[config.mk]
export PLATFORM = sky130hd
export DESIGN_NAME = mux_rr_sched
export DESIGN_NICKNAME = d
export VERILOG_FILES = /design/src/rtl/mux_pkg.sv /design/src/rtl/mux_rr_pick.sv /design/src/rtl/mux_rr_sched.sv
export SDC_FILE = /design/constraint.sdc
export NUM_CORES = 1
export LEC_CHECK = 0
export ABC_CLOCK_PERIOD_IN_PS = 3600
export BUFFER_PORTS_ARGS = -buffer_cell sky130_fd_sc_hd__buf_2
export CORE_AREA = 4 4 71 73
export DETAILED_ROUTE_END_ITERATION = 12
export DIE_AREA = 0 0 75 77
export PLACE_DENSITY_LB_ADDON = 0.25
export SLEW_MARGIN = 0
export SYNTH_ARGS = -nofsm -noshare
export SYNTH_HDL_FRONTEND = slang
export SYNTH_HIERARCHICAL = 1
export SYNTH_SLANG_ARGS = --single-unit
[constraint.sdc]
create_clock -name clk -period 3.6 [get_ports clk]
set_input_delay 0.54 -clock clk [delete_from_list [all_inputs] [get_ports clk]]
set_output_delay 0.54 -clock clk [all_outputs]
set_load 0.05 [all_outputs]
[src/rtl/mux_pkg.sv]
// Shared constants and FSM encoding for the 4-lane round-robin mux scheduler.
// Holds the default word width, the lane-tag field geometry and the state type.
package mux_pkg;
  localparam int DATA_W = 12;
  localparam int TAG_W  = 2;
  localparam int LANES  = 4;
  localparam int TAG_HI = DATA_W - 1;
  localparam int TAG_LO = DATA_W - TAG_W;
  localparam int BCNT_W = 4;

  typedef enum logic {
    IDLE  = 1'b0,
    BURST = 1'b1
  } state_e;
endpackage

[src/rtl/mux_rr_pick.sv]
// Rotating priority encoder: first set req bit searching ptr, ptr+1, ... mod 4.
// Ports: req[3:0], ptr[1:0] in; found, idx[1:0] out (idx valid when found).
module mux_rr_pick
  import mux_pkg::*;
(
  input  logic [LANES-1:0] req,
  input  logic [1:0]       ptr,
  output logic             found,
  output logic [1:0]       idx
);

  logic [1:0] cand;

  // Walk from farthest to nearest so the lane closest to ptr wins last.
  always_comb begin
    found = 1'b0;
    idx   = ptr;
    cand  = ptr;
    for (int k = LANES - 1; k >= 0; k--) begin
      cand = ptr + 2'(k);
      if (req[cand]) begin
        found = 1'b1;
        idx   = cand;
      end
    end
  end

endmodule

[src/rtl/mux_rr_sched.sv]
// Round-robin scheduler sharing one registered output among four lanes.
// Ports: clk, reset, data_in0..3, valid_in, pop, data_out, valid_out,
// ready_in, grant_lane, busy, drop_count.
module mux_rr_sched #(
  parameter int DATA_W    = mux_pkg::DATA_W,
  parameter int MAX_BURST = 4,
  parameter int CNT_W     = 8
) (
  input  logic              clk,
  input  logic              reset,
  input  logic [DATA_W-1:0] data_in0,
  input  logic [DATA_W-1:0] data_in1,
  input  logic [DATA_W-1:0] data_in2,
  input  logic [DATA_W-1:0] data_in3,
  input  logic [3:0]        valid_in,
  output logic [3:0]        pop,
  output logic [DATA_W-1:0] data_out,
  output logic              valid_out,
  input  logic              ready_in,
  output logic [1:0]        grant_lane,
  output logic              busy,
  output logic [CNT_W-1:0]  drop_count
);
  import mux_pkg::*;

  localparam logic [BCNT_W-1:0] MAX_B = BCNT_W'(MAX_BURST);

  state_e             state_q, state_d;
  logic [1:0]         rr_ptr_q, rr_ptr_d;
  logic [1:0]         grant_q, grant_d;
  logic [BCNT_W-1:0]  burst_q, burst_d;
  logic [DATA_W-1:0]  data_q, data_d;
  logic               valid_q, valid_d;
  logic [CNT_W-1:0]   drop_q, drop_d;

  logic [DATA_W-1:0]  lane_data [LANES];
  logic               ld;
  logic               acc;
  logic [1:0]         sel;
  logic [DATA_W-1:0]  word;
  logic               good;
  logic               found;
  logic [1:0]         pick_idx;

  assign lane_data[0] = data_in0;
  assign lane_data[1] = data_in1;
  assign lane_data[2] = data_in2;
  assign lane_data[3] = data_in3;

  mux_rr_pick u_pick (
    .req   (valid_in),
    .ptr   (rr_ptr_q),
    .found (found),
    .idx   (pick_idx)
  );

  always_comb begin
    state_d  = state_q;
    rr_ptr_d = rr_ptr_q;
    grant_d  = grant_q;
    burst_d  = burst_q;
    data_d   = data_q;
    valid_d  = valid_q;
    drop_d   = drop_q;
    pop      = '0;
    acc      = 1'b0;
    sel      = grant_q;
    ld       = ~valid_q | ready_in;

    if (!reset && ld) begin
      unique case (state_q)
        IDLE: begin
          if (found) begin
            acc     = 1'b1;
            sel     = pick_idx;
            grant_d = pick_idx;
            burst_d = BCNT_W'(1);
            if (MAX_BURST == 1) rr_ptr_d = pick_idx + 2'd1;
            else                state_d  = BURST;
          end
        end
        BURST: begin
          // Empty lane or exhausted quota closes the burst with a bubble.
          if (valid_in[grant_q] && burst_q < MAX_B) begin
            acc     = 1'b1;
            burst_d = burst_q + BCNT_W'(1);
          end else begin
            state_d  = IDLE;
            rr_ptr_d = grant_q + 2'd1;
          end
        end
        default: state_d = IDLE;
      endcase

      valid_d = 1'b0;
      if (acc) begin
        pop[sel] = 1'b1;
        if (good) begin
          data_d  = word;
          valid_d = 1'b1;
        end else if (drop_q != '1) begin
          drop_d = drop_q + CNT_W'(1);
        end
      end
    end
  end

  assign word = lane_data[sel];
  assign good = (word != '0) && (word[DATA_W-1 -: TAG_W] == sel);

  always_ff @(posedge clk) begin
    if (reset) begin
      state_q  <= IDLE;
      rr_ptr_q <= '0;
      grant_q  <= '0;
      burst_q  <= '0;
      data_q   <= '0;
      valid_q  <= 1'b0;
      drop_q   <= '0;
    end else begin
      state_q  <= state_d;
      rr_ptr_q <= rr_ptr_d;
      grant_q  <= grant_d;
      burst_q  <= burst_d;
      data_q   <= data_d;
      valid_q  <= valid_d;
      drop_q   <= drop_d;
    end
  end

  assign data_out   = data_q;
  assign valid_out  = valid_q;
  assign grant_lane = grant_q;
  assign busy       = (state_q == BURST);
  assign drop_count = drop_q;

endmodule

==> out/results.txt, run 1 <==
final core utilization -> 0.597
CTS max path bufs -> 2
crit path DAT -> 2290 ps
RSZ-0062 raised after global routing -> false
Post-CTS Hold Buffers -> 0
Yosys top cell area share -> 0.285
share of cells above drive strength 1 -> 0.344
DR pass1 iterations -> 6
VDD IR max -> 0.230 mV
Post-Syn Instances -> 249
die area -> 5780 sq um
H-tree Lvls -> 2
number of synthesized register bits -> 30
drt total wl -> 5840 um
Tot Pwr -> 0.00103 W
post-synth top area cell -> dfxtp_1
Synth async-reset ratio -> 0
Global Route met3 Usage -> 0.0379
number of global-route vias before repair -> 1,945
CP delay by family, top -> flip-flops
Bufs and invs on worst path -> 1
Worst-Margin Slew -> 761 ps
commonest non-fill, non-tap cell in the layout -> buf_2
Clock Latency Late Sink -> 280 ps
synthesized cell area -> 2110 sq um
GR peak layer -> met2
Synth Flop Type -> dfxtp_1
Max-cap violations -> 0
cts repair resizes -> 0
Crit. End Element -> primary output
pwr/cell area -> 397 nW/um^2
Inserted Clock Buffers -> 5
Max Freq -> 353 MHz
row count -> 24
worst slack at placement -> 590 ps
grt total ovfl -> 0
CP max-delay cell -> dfxtp_1
grt met1 use -> 0.271
root buf cell -> clkbuf_8
clock sinks -> 30
Post-DP HPWL -> 4350 um
number of synthesized flops with an enable pin -> 0
syn nets -> 306
# placed instances -> 367
total global-route track usage -> 0.193
IO Count -> 83
WL per Instance -> 15.6 um
routed via count -> 2,234
vias per inst -> 5.96
Die Wd -> 75 um
die height -> 77 um
Leak -> 1.10 nW
most frequent cells in the layout -> buf_2, dfxtp_1, a21oi_1
Critical Path Start Type -> register
cells along the critical path -> mux4_2 -> a21boi_2 -> nor2_1 -> nand2_1 -> nor2_1 -> buf_2
Port Buffer Count -> 82
# DRC -> 0
Synth warnings -> 6
Initial Utilization -> 0.484
Slew Limit Headroom -> 0.492
PnR worst setup slack -> 767 ps
CP most frequent cell -> nor2_1
initial antenna violation count -> 0
Post-Layout Cell Count -> 375
CP Max Fanout -> 13
skew final -> 5.64 ps
Final ANT Viol Nets -> 0
clk slew on worst S/H paths -> 60 ps
Final min period -> 2830 ps
setup bufs post-CTS -> 0
Final Hold Violating Endpoints -> 0
CTS tree -> built
Setup CP Type -> register to primary output
largest stage delay on the critical path -> 630 ps
Synth cell types -> 51
Initial DRC Count -> 99
dominant cells by area after synthesis -> dfxtp_1, mux2i_1, a2111o_1, a21oi_1, a211oi_1
core area -> 4350 sq um
max-slew violations -> 0
Area growth syn-to-layout -> 23.3%
Synth Area per Inst -> 8.47 sq um
global-route wire length before repair -> 9030 um
fin nets -> 379
status -> finished clean
Final Cycle Share -> 0.787
Worst Path Required -> 3060 ps
met2 Usage GRT -> 0.294
GP Congestion -> 0.832
Setup TNS -> 0 ps
Hold Path Class -> register to register
# setup viols final -> 0
sequential-to-total area share from yosys stat -> 0.285
ANT cells -> 0
largest net degree at the start of global routing -> 26
==> path summary, 6_finish.rpt <==
| kind | from | end | slack, ps | cells past startpoint |
|---|---|---|---|---|
| hold reg to reg | data_out[4]$_SDFFE_PP0P_ | data_out[4]$_SDFFE_PP0P_ | 470 | 2 |
| hold / removal | data_out[4]$_SDFFE_PP0P_ | data_out[4]$_SDFFE_PP0P_ | 470 | 2 |
| setup reg to reg | rr_ptr_q[0]$_SDFFE_PP0P_ | drop_count[5]$_SDFFE_PP0P_ | 860 | 8 |
| setup / recovery | grant_lane[0]$_SDFFE_PP0P_ | pop[0] | 770 | 6 |
==> Yosys cell counts (4+ instances only) <==
master and number:
dfxtp_1 30, a21oi_1 23, o21ai_0 17, nor2_1 16, a211oi_1 14, mux2i_1 13, and3_1 12, nand2_1 12
a2111o_1 11, nand3_1 11, clkbuf_1 9, buf_2 6, nor2b_1 5, nor3_1 5, mux2_2 4, nand3b_1 4
==> worst reg2reg max path, cell delays in order, from the launching register on <==
cell	delay, ps
dfxtp_1	370
and2b_1	200
o21ai_0	150
o221a_2	280
nand4_1	460
nand3_1	290
o2bb2a_4	250
nor4_2	300
mux2_1	340
==> per-layer routing <==
metal / up-vias / part of all wire
met1: 1035 / 0.45
met4: 0 / 0.013
met5: - / 0
met3: 10 / 0.070
li1: 1114 / -
met2: 75 / 0.47
==> sequential cells by signal, summed over array words and instances (netlist names) <==
name        count
burst_q         4
valid_out       1
drop_count      8
rr_ptr_q        2
busy            1
data_out       12
grant_lane      2
==> where the power goes <==
group	switching (W)	internal (W)
registers	0.0000229	0.000355
clock network	0.000120	0.000154
logic	0.000244	0.000137
==> through the flow <==
step	instance area, sq um	hold slack, ps
floorplan	2110	449
global placement	2510	458
detailed placement	2510	465
CTS	2600	473
global route	2600	495
finish	2600	470
==> cell type report <==
class / instances / area [sq um]
inverter: 3 / 11.3
fill: 411 / 1750
clock inverter: 1 / 5.00
timing repair buffer: 88 / 455
sequential: 30 / 601
tap: 52 / 65.1
clock buffer: 7 / 86.3
multi-input combinational: 194 / 1380
==> kinds of logic (layout without fill, tap and decap cells) <==
| kind of cell | after synthesis | count (layout) | share of synthesized area |
|---|---|---|---|
| buf+inv | 25 | 99 | 0.0629 |
| flops | 30 | 30 | 0.285 |
| simple gates | 87 | 87 | 0.238 |
| fa+ha+maj | 2 | 2 | 0.0119 |
| mux | 20 | 20 | 0.106 |
| compound gates | 84 | 84 | 0.292 |
| xor+xnor | 1 | 1 | 0.00415 |
Note: power is estimated with default switching activity, not from simulation.
==> run 2, diff against run 1 <==
Settings changed: ABC_CLOCK_PERIOD_IN_PS 3600 to 2400, CORE_AREA 4 4 71 73 to 4 4 75 77, DIE_AREA 0 0 75 77 to 0 0 79 81.
Clock period 3.6 ns to 2.4 ns, I/O delays scaled along.
==> out/results.txt, run 2 (synthesis gave the netlist of run 1 again) <==
ANT cells -> 0 (unchanged)
fin nets -> 411 (was 379)
crit path DAT -> 2560 ps (was 2290 ps)
commonest non-fill, non-tap cell in the layout -> buf_2 (unchanged)
Setup CP Type -> register to register (was register to primary output)
vias per inst -> 5.66 (was 5.96)
Port Buffer Count -> 82 (unchanged)
CTS tree -> built (unchanged)
Final Cycle Share -> 0.997
status -> finished clean (unchanged)
CP startpoint -> rr_ptr_q[0]$_SDFFE_PP0P_ (was grant_lane[0]$_SDFFE_PP0P_)
Final ANT Viol Nets -> 0 (unchanged)
H-tree Lvls -> 2 (unchanged)
Inserted Clock Buffers -> 5 (unchanged)
root buf cell -> clkbuf_8 (unchanged)
Global Route met3 Usage -> 0.0477 (was 0.0379)
Clock Latency Late Sink -> 280 ps (about the same)
Critical Path Start Type -> register (unchanged)
Final min period -> 2390 ps
Initial DRC Count -> 125 (was 99)
number of global-route vias before repair -> 2,129 (was 1,945)
WL per Instance -> 15.8 um (was 15.6 um)
share of cells above drive strength 1 -> 0.468 (was 0.344)
number of flip-flops in the largest register -> 12 (unchanged)
most frequent cells in the layout -> buf_2, buf_4, dfxtp_1 (was buf_2, dfxtp_1, a21oi_1)
CP Max Fanout -> 11 (was 13)
largest net degree at the start of global routing -> 26 (unchanged)
Max-cap violations -> 0 (unchanged)
FF-to-FF End -> data_out[3]$_SDFFE_PP0P_ (was drop_count[5]$_SDFFE_PP0P_)
Slew Limit Headroom -> 0.737 (was 0.492)
DR pass1 iterations -> 4 (was 6)
grt met1 use -> 0.256 (was 0.271)
clk slew on worst S/H paths -> 70 ps (was 60 ps)
RSZ-0062 raised after global routing -> true (was false)
Initial Utilization -> 0.421 (was 0.484)
Final Hold Violating Endpoints -> 0 (unchanged)
worst slack at placement -> -149 ps (was 590 ps)
skew final -> 5.70 ps (was 5.64 ps)
die area -> 6400 sq um (was 5780 sq um)
routed via count -> 2,406 (was 2,234)
Design Area, Final -> 3060 sq um (was 2600 sq um)
Leak -> 1.30 nW (was 1.10 nW)
largest stage delay on the critical path -> 320 ps (was 630 ps)
global-route wire length before repair -> 9720 um (was 9030 um)
cells along the critical path -> buf_4 -> and2b_1 -> o21ai_1 -> o221a_2 -> nand4_1 -> buf_4 -> buf_4 -> and3_1 -> a211oi_1 -> a2111o_1 -> a21oi_1 (was mux4_2 -> a21boi_2 -> nor2_1 -> nand2_1 -> nor2_1 -> buf_2)
worst reg-to-reg path cell count -> 11 (was 8)
Area growth syn-to-layout -> 45.3% (was 23.3%)
Hold Path Class -> register to register (unchanged)
GP Congestion -> 0.817 (was 0.832)
PnR worst setup slack -> 8.00 ps (was 767 ps)
core area -> 5010 sq um (was 4350 sq um)
pwr/cell area -> 592 nW/um^2 (was 397 nW/um^2)
Worst Path Required -> 2570 ps (was 3060 ps)
initial antenna violation count -> 0 (unchanged)
total global-route track usage -> 0.187 (was 0.193)
CTS max path bufs -> 2 (unchanged)
Worst-Margin Slew -> 394 ps (was 761 ps)
clock sinks -> 30 (unchanged)
CP max-delay cell -> dfxtp_2 (was dfxtp_1)
grt total ovfl -> 0 (unchanged)
Post-DP HPWL -> 4690 um (was 4350 um)
Placed Area -> 2770 sq um (was 2510 sq um)
Max Freq -> 418 MHz
VDD IR max -> 0.439 mV (was 0.230 mV)
Worst setup endpoint -> data_out[3]$_SDFFE_PP0P_ (was pop[0])
# DRC -> 0 (unchanged)
# setup viols final -> 0 (unchanged)
max-slew violations -> 0 (unchanged)
Crit. End Element -> register (was primary output)
Reg2Reg Setup Slack -> 8 ps (was 860 ps)
FF-to-FF Start -> rr_ptr_q[0]$_SDFFE_PP0P_ (unchanged)
drt total wl -> 6730 um (was 5840 um)
met2 Usage GRT -> 0.293 (was 0.294)
Die Wd -> 79 um (was 75 um)
IO Count -> 83 (unchanged)
GR peak layer -> met2 (unchanged)
CP most frequent cell -> buf_4 (was nor2_1)
row count -> 26 (was 24)
die height -> 81 um (was 77 um)
==> run 2: routing by layer <==
metal,vias up,routed length [um]
li1,1177,-
met1,1126,2910
met2,91,3180
met3,12,551
met4,0,84
met5,-,0
==> run 2: area by class of cell <==
cell class | count | area (sq um)
Fill cell | 462 | 1950
Sequential cell | 30 | 606
Clock inverter | 3 | 40.0
Inverter | 3 | 11.3
Tap cell | 70 | 87.6
Clock buffer | 5 | 68.8
Timing Repair Buffer | 119 | 768
Multi-Input combinational cell | 195 | 1480
==> run 2: what timing repair did <==
action                                  CTS  global route
gates resized for setup                   1            29
endpoints found under the setup margin    1            21
setup buffers                             0             3
pin swaps                                 0             7
hold buffers                              0             0
cloned                                    0             4
==> run 2: critical path: cells and delay by family (launching register included) <==
kind | cells | cell delay (ps)
compound gates | 5 | 990
buf+inv | 3 | 460
simple gates | 3 | 510
flops | 1 | 320
==> run 2: per-stage QoR <==
step	TNS, ps	std cells	utilization	hold WS (ps)	power, W
2_1_floorplan	-48.6	249	-	449	0.00102
3_3_place_gp	-1190	410	0.553	458	0.00123
3_5_place_dp	-1840	410	0.553	467	0.00123
4_1_cts	0	418	0.575	476	0.00174
5_1_grt	-166	425	0.612	492	0.00190
6_report	0	425	0.612	473	0.00181
==> run 2: how the worst min path moves through the flow <==
stage,to,cells after the start,from
3_5_place_dp,data_out[7]$_SDFFE_PP0P_,2,data_out[7]$_SDFFE_PP0P_
3_3_place_gp,data_out[0]$_SDFFE_PP0P_,2,data_out[0]$_SDFFE_PP0P_
2_1_floorplan,burst_q[1]$_SDFFE_PP0P_,2,burst_q[1]$_SDFFE_PP0P_
6_report,data_out[7]$_SDFFE_PP0P_,2,data_out[7]$_SDFFE_PP0P_
5_1_grt,data_out[9]$_SDFFE_PP0P_,2,data_out[9]$_SDFFE_PP0P_
4_1_cts,data_out[7]$_SDFFE_PP0P_,2,data_out[7]$_SDFFE_PP0P_
==> run 2: power by group <==
group / internal, W / switching (W) / total (W)
registers: 0.000534 / 0.0000255 / 0.000559
clock network: 0.000305 / 0.000199 / 0.000504
logic: 0.000321 / 0.000429 / 0.000750
==> run 3, diff against run 2 <==
Settings changed: RECOVER_POWER set to 25.
==> out/results.txt, run 3 (synthesis gave the netlist of run 1 again) <==
Crit. End Element -> register (unchanged)
PnR worst setup slack -> 39.5 ps (was 8.00 ps)
status -> finished clean (unchanged)
DR pass1 iterations -> 5 (was 4)
fin nets -> 411 (unchanged)
die area -> 6400 sq um (unchanged)
largest net degree at the start of global routing -> 26 (unchanged)
GP Congestion -> 0.817 (unchanged)
die height -> 81 um (unchanged)
Die Wd -> 79 um (unchanged)
Final ANT Viol Nets -> 0 (unchanged)
total global-route track usage -> 0.187 (unchanged)
Max-cap violations -> 0 (unchanged)
Fillers -> 468 (was 462)
ANT cells -> 0 (unchanged)
Worst Path Required -> 2570 ps (about the same)
# placed instances -> 410 (unchanged)
Design Area, Final -> 3050 sq um (was 3060 sq um)
worst reg-to-reg path cell count -> 11 (unchanged)
Inserted Clock Buffers -> 5 (unchanged)
Clock Latency Late Sink -> 280 ps (about the same)
Leak -> 1.25 nW (was 1.30 nW)
grt total ovfl -> 0 (unchanged)
clock sinks -> 30 (unchanged)
number of flip-flops in the largest register -> 12 (unchanged)
Initial DRC Count -> 118 (was 125)
H-tree Lvls -> 2 (unchanged)
Area growth syn-to-layout -> 44.5% (was 45.3%)
VDD IR max -> 0.439 mV (about the same)
Port Buffer Count -> 82 (unchanged)
Final Hold Violating Endpoints -> 0 (unchanged)
crit path DAT -> 2530 ps (was 2560 ps)
Post-Layout Cell Count -> 425 (unchanged)
clk slew on worst S/H paths -> 70 ps (about the same)
global-route wire length before repair -> 9720 um (unchanged)
hold endpoint -> data_out[7]$_SDFFE_PP0P_ (unchanged)
number of global-route vias before repair -> 2,129 (unchanged)
routed via count -> 2,409 (was 2,406)
# DRC -> 0 (unchanged)
share of cells above drive strength 1 -> 0.431 (was 0.468)
row count -> 26 (unchanged)
Hold Path Class -> register to register (unchanged)
Initial Utilization -> 0.421 (unchanged)
Critical Path Start Type -> register (unchanged)
hold_sp -> data_out[7]$_SDFFE_PP0P_ (unchanged)
RSZ-0062 raised after global routing -> true (unchanged)
drt total wl -> 6740 um (was 6730 um)
Max Freq -> 424 MHz (was 418 MHz)
CTS max path bufs -> 2 (unchanged)
Placed Area -> 2770 sq um (unchanged)
hold depth -> 2 (unchanged)
commonest non-fill, non-tap cell in the layout -> buf_2 (unchanged)
Setup CP Type -> register to register (unchanged)
Setup TNS -> 0 ps (unchanged)
Reg2Reg Setup Slack -> 40 ps (was 8 ps)
Post-DP HPWL -> 4690 um (unchanged)
Final Cycle Share -> 0.984 (was 0.997)
Hold Worst Slack -> 477 ps (was 473 ps)
CTS tree -> built (unchanged)
Slew Limit Headroom -> 0.581 (was 0.737)
FF-to-FF End -> data_out[3]$_SDFFE_PP0P_ (unchanged)
CP Max Fanout -> 11 (unchanged)
worst slack at placement -> -149 ps (unchanged)
initial antenna violation count -> 0 (unchanged)
core area -> 5010 sq um (unchanged)
pwr/cell area -> 593 nW/um^2 (was 592 nW/um^2)
skew final -> 5.72 ps (was 5.70 ps)
WL per Instance -> 15.9 um (was 15.8 um)
# setup viols final -> 0 (unchanged)
max-slew violations -> 0 (unchanged)
root buf cell -> clkbuf_8 (unchanged)
vias per inst -> 5.67 (was 5.66)
most frequent cells in the layout -> buf_2, buf_4, dfxtp_1 (unchanged)
IO Count -> 83 (unchanged)
Final min period -> 2360 ps (was 2390 ps)
FF-to-FF Start -> rr_ptr_q[0]$_SDFFE_PP0P_ (unchanged)
Worst-Margin Slew -> 631 ps (was 394 ps)
run 3: per-stage QoR:
stage | total power, W | utilization
floorplan | 0.00102 | -
global placement | 0.00123 | 0.553
detailed placement | 0.00123 | 0.553
CTS | 0.00174 | 0.575
global route | 0.00190 | 0.608
finish | 0.00181 | 0.608
run 3: final cells by class:
cell class              count  area [sq um]  area share
multi-input cells         195          1480       0.486
repair buffers            119           752       0.247
flip-flops and latches     30           606       0.199
well taps                  70          87.6      0.0287
clock buffers               5          68.8      0.0226
clock inverters             3          40.0      0.0131
inverters                   3          11.3     0.00369
run 3: layer usage:
layer / track usage / share of wire / vias to the layer above
li1: - / - / 1174
met1: 0.256 / 0.44 / 1146
met2: 0.293 / 0.48 / 77
met3: 0.0477 / 0.070 / 12
met4: 0.0481 / 0.013 / 0
met5: 0 / 0 / -
run 3: worst max-delay path, cell delays in order, from the launching register on:
cell and delay (ps):
dfxtp_2 320, buf_4 110, and2b_1 180, o21ai_1 130
o221a_2 260, nand4_1 150, buf_4 190, buf_4 160
and3_1 180, a211oi_1 300, a2111o_1 200, a21oi_1 70
run 3: how the worst max path moves through the flow:
stage | startpoint | to | slack [ps] | cells after the start
2_1_floorplan | valid_in[0] | drop_count[7]$_SDFFE_PP0P_ | -20 | 10
4_1_cts | rr_ptr_q[0]$_SDFFE_PP0P_ | pop[2] | 8 | 7
3_5_place_dp | valid_in[0] | drop_count[5]$_SDFFE_PP0P_ | -150 | 9
6_report | rr_ptr_q[0]$_SDFFE_PP0P_ | data_out[3]$_SDFFE_PP0P_ | 40 | 11
3_3_place_gp | valid_in[0] | data_out[3]$_SDFFE_PP0P_ | -110 | 10
5_1_grt | rr_ptr_q[0]$_SDFFE_PP0P_ | data_out[3]$_SDFFE_PP0P_ | -140 | 11
run 3: repair_timing:
action / 4_1_cts / 5_1_grt
resized for setup: 1 / 29
pin swaps: 0 / 7
buffers inserted: 0 / 3
gates cloned: 0 / 4
setup endpoints to repair: 1 / 21
hold buffers: 0 / 0
run 3: power breakdown:
group	switching (W)	total, W	internal, W
logic	0.000429	0.000745	0.000316
clock network	0.000197	0.000502	0.000305
registers	0.0000261	0.000560	0.000534
